`src/rtl/axil_native_pkg.sv`:
```
// Shared types, response codes and width helpers for the AXI4-Lite to native register bridge.
package axil_native_pkg;

    typedef enum logic [2:0] {
        ST_IDLE,
        ST_ACCEPT,
        ST_ACCESS,
        ST_WAIT,
        ST_RESP
    } state_t;

    localparam logic [1:0] RESP_OKAY   = 2'b00;
    localparam logic [1:0] RESP_SLVERR = 2'b10;
    localparam logic [1:0] RESP_DECERR = 2'b11;

    // Port-select field width; a single port still occupies one address bit.
    function automatic int unsigned psel_w(input int unsigned n_ports);
        return (n_ports <= 1) ? 1 : $clog2(n_ports);
    endfunction

    function automatic int unsigned cnt_w(input int unsigned max_val);
        return (max_val <= 1) ? 1 : $clog2(max_val + 1);
    endfunction

endpackage

```
`src/rtl/axil_native_timeout.sv`:
```
// Loadable down-counter; expire_c_o flags the last enabled cycle before the count runs out.
module axil_native_timeout #(
    parameter int unsigned CNT_W = 8
) (
    input  logic             clk_i,
    input  logic             rst_ni,
    input  logic             load_i,
    input  logic [CNT_W-1:0] load_val_i,
    input  logic             en_i,
    output logic             expire_c_o
);

    logic [CNT_W-1:0] cnt_q, cnt_d;

    // A load value of zero parks the counter at zero, so it never expires.
    always_comb begin
        cnt_d = cnt_q;
        if (load_i) begin
            cnt_d = load_val_i;
        end else if (en_i && (cnt_q != '0)) begin
            cnt_d = cnt_q - CNT_W'(1);
        end
    end

    always_ff @(posedge clk_i) begin
        if (!rst_ni) begin
            cnt_q <= '0;
        end else begin
            cnt_q <= cnt_d;
        end
    end

    assign expire_c_o = en_i && (cnt_q == CNT_W'(1));

endmodule

```
`src/rtl/axil_native_bridge.sv`:
```
// AXI4-Lite slave that serves one transaction at a time onto NUM_PORTS native register ports,
// with alternating read/write priority, byte enables, an access timeout and error responses.
module axil_native_bridge
    import axil_native_pkg::*;
#(
    parameter int unsigned S_AXI_ADDR_WIDTH  = 12,
    parameter int unsigned S_AXI_DATA_WIDTH  = 32,
    parameter int unsigned NATIVE_ADDR_WIDTH = 8,
    parameter int unsigned NATIVE_DATA_WIDTH = 32,
    parameter int unsigned NUM_PORTS         = 4,
    parameter int unsigned TIMEOUT_CYCLES    = 255
) (
    input  logic                                   S_AXI_aclk,
    input  logic                                   S_AXI_aresetn,
    input  logic [S_AXI_ADDR_WIDTH-1:0]            S_AXI_awaddr,
    input  logic [2:0]                             S_AXI_awprot,
    input  logic                                   S_AXI_awvalid,
    output logic                                   S_AXI_awready,
    input  logic [S_AXI_DATA_WIDTH-1:0]            S_AXI_wdata,
    input  logic [S_AXI_DATA_WIDTH/8-1:0]          S_AXI_wstrb,
    input  logic                                   S_AXI_wvalid,
    output logic                                   S_AXI_wready,
    output logic [1:0]                             S_AXI_bresp,
    output logic                                   S_AXI_bvalid,
    input  logic                                   S_AXI_bready,
    input  logic [S_AXI_ADDR_WIDTH-1:0]            S_AXI_araddr,
    input  logic [2:0]                             S_AXI_arprot,
    input  logic                                   S_AXI_arvalid,
    output logic                                   S_AXI_arready,
    output logic [S_AXI_DATA_WIDTH-1:0]            S_AXI_rdata,
    output logic [1:0]                             S_AXI_rresp,
    output logic                                   S_AXI_rvalid,
    input  logic                                   S_AXI_rready,
    output logic                                   NATIVE_CLK,
    output logic [NUM_PORTS-1:0]                   NATIVE_EN,
    output logic                                   NATIVE_WR,
    output logic [NATIVE_ADDR_WIDTH-1:0]           NATIVE_ADDR,
    output logic [NATIVE_DATA_WIDTH/8-1:0]         NATIVE_BE,
    output logic [NATIVE_DATA_WIDTH-1:0]           NATIVE_DATA_IN,
    input  logic [NUM_PORTS*NATIVE_DATA_WIDTH-1:0] NATIVE_DATA_OUT,
    input  logic [NUM_PORTS-1:0]                   NATIVE_READY
);

    localparam int unsigned PSEL_W = psel_w(NUM_PORTS);
    localparam int unsigned NPAD   = 1 << PSEL_W;
    localparam int unsigned NAW    = NATIVE_ADDR_WIDTH;
    localparam int unsigned NDW    = NATIVE_DATA_WIDTH;
    localparam int unsigned NBE    = NATIVE_DATA_WIDTH / 8;
    localparam int unsigned SDW    = S_AXI_DATA_WIDTH;
    localparam int unsigned CNT_W  = cnt_w(TIMEOUT_CYCLES);

    state_t            state_q, state_d;
    logic              wr_q, wr_d;
    logic              last_wr_q, last_wr_d;
    logic [PSEL_W-1:0] port_q, port_d;
    logic [1:0]        resp_q, resp_d;

    logic              awready_q, awready_d;
    logic              arready_q, arready_d;
    logic              bvalid_q, bvalid_d;
    logic              rvalid_q, rvalid_d;
    logic [SDW-1:0]    rdata_q, rdata_d;
    logic [NUM_PORTS-1:0] en_q, en_d;
    logic              nwr_q, nwr_d;
    logic [NAW-1:0]    naddr_q, naddr_d;
    logic [NBE-1:0]    be_q, be_d;
    logic [NDW-1:0]    din_q, din_d;

    logic                        wr_pend, rd_pend;
    logic [S_AXI_ADDR_WIDTH-1:0] acc_addr;
    logic [PSEL_W-1:0]           dec_port;
    logic                        dec_err;
    logic [NPAD-1:0]             ready_ext;
    logic                        ready_sel;
    logic [NDW-1:0]              rd_sel;
    logic                        timeout_load, timeout_en, timeout_expire;
    logic                        unused_ok;

    assign wr_pend   = S_AXI_awvalid && S_AXI_wvalid;
    assign rd_pend   = S_AXI_arvalid;
    assign acc_addr  = wr_q ? S_AXI_awaddr : S_AXI_araddr;
    assign dec_port  = acc_addr[NAW+PSEL_W+1:NAW+2];
    assign dec_err   = 32'(dec_port) >= 32'(NUM_PORTS);
    assign ready_ext = NPAD'(NATIVE_READY);
    assign ready_sel = ready_ext[port_q];
    assign unused_ok = ^{S_AXI_awprot, S_AXI_arprot, S_AXI_awaddr, S_AXI_araddr,
                         S_AXI_wdata, S_AXI_wstrb};

    // Read data of the port being served
    always_comb begin
        rd_sel = '0;
        for (int p = 0; p < NUM_PORTS; p++) begin
            if (port_q == PSEL_W'(p)) begin
                rd_sel = NATIVE_DATA_OUT[p*NDW +: NDW];
            end
        end
    end

    axil_native_timeout #(
        .CNT_W (CNT_W)
    ) u_timeout (
        .clk_i      (S_AXI_aclk),
        .rst_ni     (S_AXI_aresetn),
        .load_i     (timeout_load),
        .load_val_i (CNT_W'(TIMEOUT_CYCLES)),
        .en_i       (timeout_en),
        .expire_c_o (timeout_expire)
    );

    always_ff @(posedge S_AXI_aclk) begin
        if (!S_AXI_aresetn) begin
            state_q   <= ST_IDLE;
            wr_q      <= 1'b0;
            last_wr_q <= 1'b0;
            port_q    <= '0;
            resp_q    <= RESP_OKAY;
        end else begin
            state_q   <= state_d;
            wr_q      <= wr_d;
            last_wr_q <= last_wr_d;
            port_q    <= port_d;
            resp_q    <= resp_d;
        end
    end

    always_comb begin
        state_d      = state_q;
        wr_d         = wr_q;
        last_wr_d    = last_wr_q;
        port_d       = port_q;
        resp_d       = resp_q;
        timeout_load = 1'b0;
        timeout_en   = 1'b0;
        case (state_q)
            ST_IDLE: begin
                // On a tie the type not served last wins
                if (wr_pend || rd_pend) begin
                    state_d = ST_ACCEPT;
                    wr_d    = wr_pend && (!rd_pend || !last_wr_q);
                end
            end
            ST_ACCEPT: begin
                port_d = dec_port;
                if (dec_err) begin
                    state_d = ST_RESP;
                    resp_d  = RESP_DECERR;
                end else begin
                    state_d = ST_ACCESS;
                end
            end
            ST_ACCESS: begin
                timeout_load = 1'b1;
                state_d      = ST_WAIT;
            end
            ST_WAIT: begin
                timeout_en = !ready_sel;
                if (ready_sel) begin
                    state_d = ST_RESP;
                    resp_d  = RESP_OKAY;
                end else if (timeout_expire) begin
                    state_d = ST_RESP;
                    resp_d  = RESP_SLVERR;
                end
            end
            ST_RESP: begin
                if ((wr_q && bvalid_q && S_AXI_bready) || (!wr_q && rvalid_q && S_AXI_rready)) begin
                    state_d   = ST_IDLE;
                    last_wr_d = wr_q;
                end
            end
            default: state_d = ST_IDLE;
        endcase
    end

    // Output next-values are keyed on the next state so every port is driven from a flop
    always_comb begin
        awready_d = (state_d == ST_ACCEPT) && wr_d;
        arready_d = (state_d == ST_ACCEPT) && !wr_d;
        bvalid_d  = (state_d == ST_RESP) && wr_d;
        rvalid_d  = (state_d == ST_RESP) && !wr_d;
        en_d      = '0;
        nwr_d     = nwr_q;
        naddr_d   = naddr_q;
        be_d      = be_q;
        din_d     = din_q;
        rdata_d   = rdata_q;
        if (state_q == ST_ACCEPT) begin
            naddr_d = acc_addr[NAW+1:2];
            be_d    = wr_q ? S_AXI_wstrb[NBE-1:0] : '0;
            din_d   = wr_q ? S_AXI_wdata[NDW-1:0] : '0;
            rdata_d = '0;
        end
        if (state_d == ST_ACCESS) begin
            nwr_d = wr_d;
            for (int p = 0; p < NUM_PORTS; p++) begin
                en_d[p] = (dec_port == PSEL_W'(p));
            end
        end
        if (state_d == ST_IDLE) begin
            nwr_d = 1'b0;
        end
        if ((state_q == ST_WAIT) && (state_d == ST_RESP)) begin
            rdata_d = (ready_sel && !wr_q) ? SDW'(rd_sel) : '0;
        end
    end

    always_ff @(posedge S_AXI_aclk) begin
        if (!S_AXI_aresetn) begin
            awready_q <= 1'b0;
            arready_q <= 1'b0;
            bvalid_q  <= 1'b0;
            rvalid_q  <= 1'b0;
            rdata_q   <= '0;
            en_q      <= '0;
            nwr_q     <= 1'b0;
            naddr_q   <= '0;
            be_q      <= '0;
            din_q     <= '0;
        end else begin
            awready_q <= awready_d;
            arready_q <= arready_d;
            bvalid_q  <= bvalid_d;
            rvalid_q  <= rvalid_d;
            rdata_q   <= rdata_d;
            en_q      <= en_d;
            nwr_q     <= nwr_d;
            naddr_q   <= naddr_d;
            be_q      <= be_d;
            din_q     <= din_d;
        end
    end

    assign S_AXI_awready  = awready_q;
    assign S_AXI_wready   = awready_q;
    assign S_AXI_arready  = arready_q;
    assign S_AXI_bvalid   = bvalid_q;
    assign S_AXI_bresp    = resp_q;
    assign S_AXI_rvalid   = rvalid_q;
    assign S_AXI_rresp    = resp_q;
    assign S_AXI_rdata    = rdata_q;
    assign NATIVE_CLK     = S_AXI_aclk;
    assign NATIVE_EN      = en_q;
    assign NATIVE_WR      = nwr_q;
    assign NATIVE_ADDR    = naddr_q;
    assign NATIVE_BE      = be_q;
    assign NATIVE_DATA_IN = din_q;

endmodule

```
`config.mk`:
```
export PLATFORM = sky130hd
export DESIGN_NAME = axil_native_bridge
export DESIGN_NICKNAME = d
export VERILOG_FILES = /design/src/rtl/axil_native_pkg.sv /design/src/rtl/axil_native_timeout.sv /design/src/rtl/axil_native_bridge.sv
export SDC_FILE = /design/constraint.sdc
export NUM_CORES = 1
export LEC_CHECK = 0
export ABC_AREA = 0
export CAP_MARGIN = 20
export CELL_PAD_IN_SITES_DETAIL_PLACEMENT = 1
export CELL_PAD_IN_SITES_GLOBAL_PLACEMENT = 1
export CORE_MARGIN = 2
export CORE_UTILIZATION = 29
export DETAILED_ROUTE_END_ITERATION = 8
export GPL_TIMING_DRIVEN = 1
export PLACE_DENSITY = 0.88
export SETUP_SLACK_MARGIN = 0.3
export SLEW_MARGIN = 20
export SYNTH_ARGS = -nofsm -noshare
export SYNTH_HDL_FRONTEND = slang
export SYNTH_SLANG_ARGS = --single-unit
```
`constraint.sdc`:
```
create_clock -name S_AXI_aclk -period 5.2 [get_ports S_AXI_aclk]
set_clock_uncertainty 0.05 [all_clocks]
set_input_delay 0.52 -clock S_AXI_aclk [delete_from_list [all_inputs] [get_ports S_AXI_aclk]]
set_output_delay 0.52 -clock S_AXI_aclk [all_outputs]
set_load 0.05 [all_outputs]
```
==> metrics.cfg <==
[die]
ios = 296
dieArea_um2 = 17250
start_util_pct = 29.60
die_h_um = 131.3
coreArea_um2 = 15890
die_width_um = 131.3
rows = 46

[critical_path]
end_kind = primary output
cp.required_ns = 4.63
critPathBufInv = 3
cp_cell_sequence = clkbuf_16 > clkbuf_16 > clkdlybuf4s50_1
cp_slowest_cell = clkdlybuf4s50_1
worst_path_most_repeated_cell = clkbuf_16
crit_fanout = 2
cp_top_family = buffers and inverters
crit_path_start_kind = clock port
arrival_ns = 3.53
path_class = clk -> out
slowest_delay_ns = 0.69

[logic_synthesis]
synth_area_per_cell_um2 = 10.54
ys_seq_elements = 101
synth_top_flop_cell = dfxtp_1
ys_warn_count = 0
synthTopCellsByArea = dfxtp_1 43%, mux4_2 16%, a22o_1 6.0%
yosysSeqAreaShare_pct = 43.00
yosys.area.top_type = dfxtp_1
synth_top_area_share_pct = 43.00
synth_async_sr_flop_share_pct = 0
syn-cell-area_um2 = 4702
synth-edff-count = 0
post_synth_num_cell_types = 47
synthCells = 446

[routing]
via_count = 4669
routed_wl_um = 18230
drt-pass1-iter-count = 4
drc = 0
dr.first_iter.drc_count = 172
ant_nets = 0
vias_per_cell = 5.042
routedWlPerCell_um = 19.68

[sta]
rsz0062_at_grt = false
setup_viol = 0
worstMarginPinSlew_ns = 0.7735
hold_viol = 0
drv_slew = 0
layout_setup_ws_ns = 1.096
finalSetupTns_ns = 0
slew_headroom_pct = 48.31

[layout]
layout-drive-gt1-share_pct = 9.718
diodes = 0
num-nets-final = 913
syn2layout_area_growth_pct = 71.13
fin_util_pct = 50.65

[power_and_ir_drop]
p_switching_w = 0.0006668
intPower_w = 0.001543
leakage_nw = 2.868
clkPwrFrac_pct = 36.5
power.density_nw_per_um2 = 274.6
power_frac_comb_pct = 25.4
ir_worst_vdd_mv = 0.2070
switching_share_pct = 30.18
p_seq_share_pct = 38.1

[placement]
port_buffers = 283
hpwl_um = 13830
gp_congestion = 0.9341
place_ws_ns = 1.358

[global_route]
grt_pass1_wl_um = 28590
first_global_vias = 5063
gr-total-overflow = 0
antenna_found_initial = 0
grtUsageTotal_pct = 21.37
grt_max_degree = 68

[clocking]
cts_tree = done
insertion_delay_ns = 0.46
cts_hold_buf = 0
postCtsSetupBuffers = 0
cts_repair_resize_count = 0
clkTransAtPathRegs_ns = 0.08

[run]
maxCapViolCount = 0

[worst_hold_path]
hold_class = reg -> reg

[outcome]
outcome = finished clean

==> per-stage QoR <==
stage / cell area [um2] / hold WS [ns] / total power (W) / instances
after floorplan: 4706 / 0.4055 / 0.001206 / 447
after global placement: 7654 / 0.4024 / 0.001437 / 906
after detailed placement: 7681 / 0.4091 / 0.001468 / 907
after CTS: 8041 / 0.4236 / 0.002235 / 926
after global routing: 8046 / 0.4298 / 0.002305 / 926
final: 8046 / 0.4172 / 0.002209 / 926
==> power by group through the flow <==
stage               registers (W)  logic [W]  clock network (W)
finish                   0.000843   0.000561           0.000806
global route             0.000848   0.000598           0.000859
CTS                      0.000842   0.000566           0.000826
detailed placement       0.000860   0.000563          0.0000444
global placement         0.000857   0.000536          0.0000444
floorplan                0.000908   0.000257          0.0000415
==> routing by layer <==
metal | GRT usage, % | wire length (um)
met5 | 0 | 0
met4 | 7.609 | 325
met3 | 5.748 | 1086
met2 | 39.15 | 9620
met1 | 23.75 | 7195
==> path summary, 6_finish.rpt <==
path	from	endpoint	slack [ns]	cells past startpoint
min reg2reg	NATIVE_DATA_IN[12]	NATIVE_DATA_IN[12]	0.42	2
min	NATIVE_DATA_IN[12]	NATIVE_DATA_IN[12]	0.42	2
max reg2reg	port_q[1]	S_AXI_rdata[10]	2.63	6
max	S_AXI_aclk	NATIVE_CLK	1.10	3
==> placed cells by master, fill, tap and decap left out, drive strengths merged, types with 7 or more instances in the layout <==
cell,n
a22o,32
mux4,33
nor2,13
a21boi,37
inv,7
clkbuf,12
nand3,41
clkdlybuf4s50,282
nand2,52
buf,7
mux2i,10
o211a,10
dfxtp,101
==> cell type report <==
class | instances | area, um2
Sequential cell | 101 | 2027
Multi-Input combinational cell | 296 | 2475
Clock inverter | 7 | 60.06
Inverter | 5 | 18.77
Clock buffer | 13 | 310.3
Timing Repair Buffer | 288 | 2885
Fill cell | 1727 | 7839
Tap cell | 216 | 270.3
==> synthesized netlist by cell type, types with 3 or more instances <==
| master | instances |
|---|---|
| o31a_1 | 5 |
| nand3_1 | 41 |
| buf_2 | 6 |
| dfxtp_1 | 101 |
| clkbuf_1 | 29 |
| o211a_1 | 10 |
| nand2_1 | 52 |
| nor2_1 | 13 |
| mux4_2 | 33 |
| and3_1 | 4 |
| nor3_1 | 4 |
| o21ai_0 | 4 |
| and2_1 | 3 |
| o21a_1 | 4 |
| buf_4 | 5 |
| a22o_1 | 32 |
| mux2i_1 | 10 |
| ha_1 | 3 |
| a211oi_1 | 3 |
| nand2b_1 | 4 |
| nor4_1 | 3 |
| inv_1 | 5 |
| a21boi_0 | 37 |
| buf_1 | 3 |
==> cell families (layout without fill, tap and decap cells) <==
group,count (synthesis),after routing,share of synthesized area (%)
buffers and inverters,50,313,4.736
other,1,2,0.07975
AND/OR/NAND/NOR,139,139,14.29
multiplexers,43,43,17.94
AO/OA/AOI/OAI,109,109,19.16
adder cells (fa/ha/maj),3,3,0.7984
flip-flops,101,101,43.00
==> worst min-delay path, cell delays in order (launching register included) <==
cell and delay, ns:
dfxtp_1 0.31, nand2_1 0.05, a21boi_0 0.06
==> state kept, by name (all words and copies together), names as in the netlist <==
register	cells
S_AXI_arready	1
S_AXI_rdata	32
NATIVE_BE	4
S_AXI_rvalid	1
S_AXI_bresp	1
NATIVE_EN	4
NATIVE_WR	1
S_AXI_awready	1
NATIVE_ADDR	8
port_q	2
NATIVE_DATA_IN	32
wr_q	1
state_q	3
S_AXI_bvalid	1
last_wr_q	1
u_timeout.cnt_q	8
No activity file was read; power rests on OpenSTA's default activity.
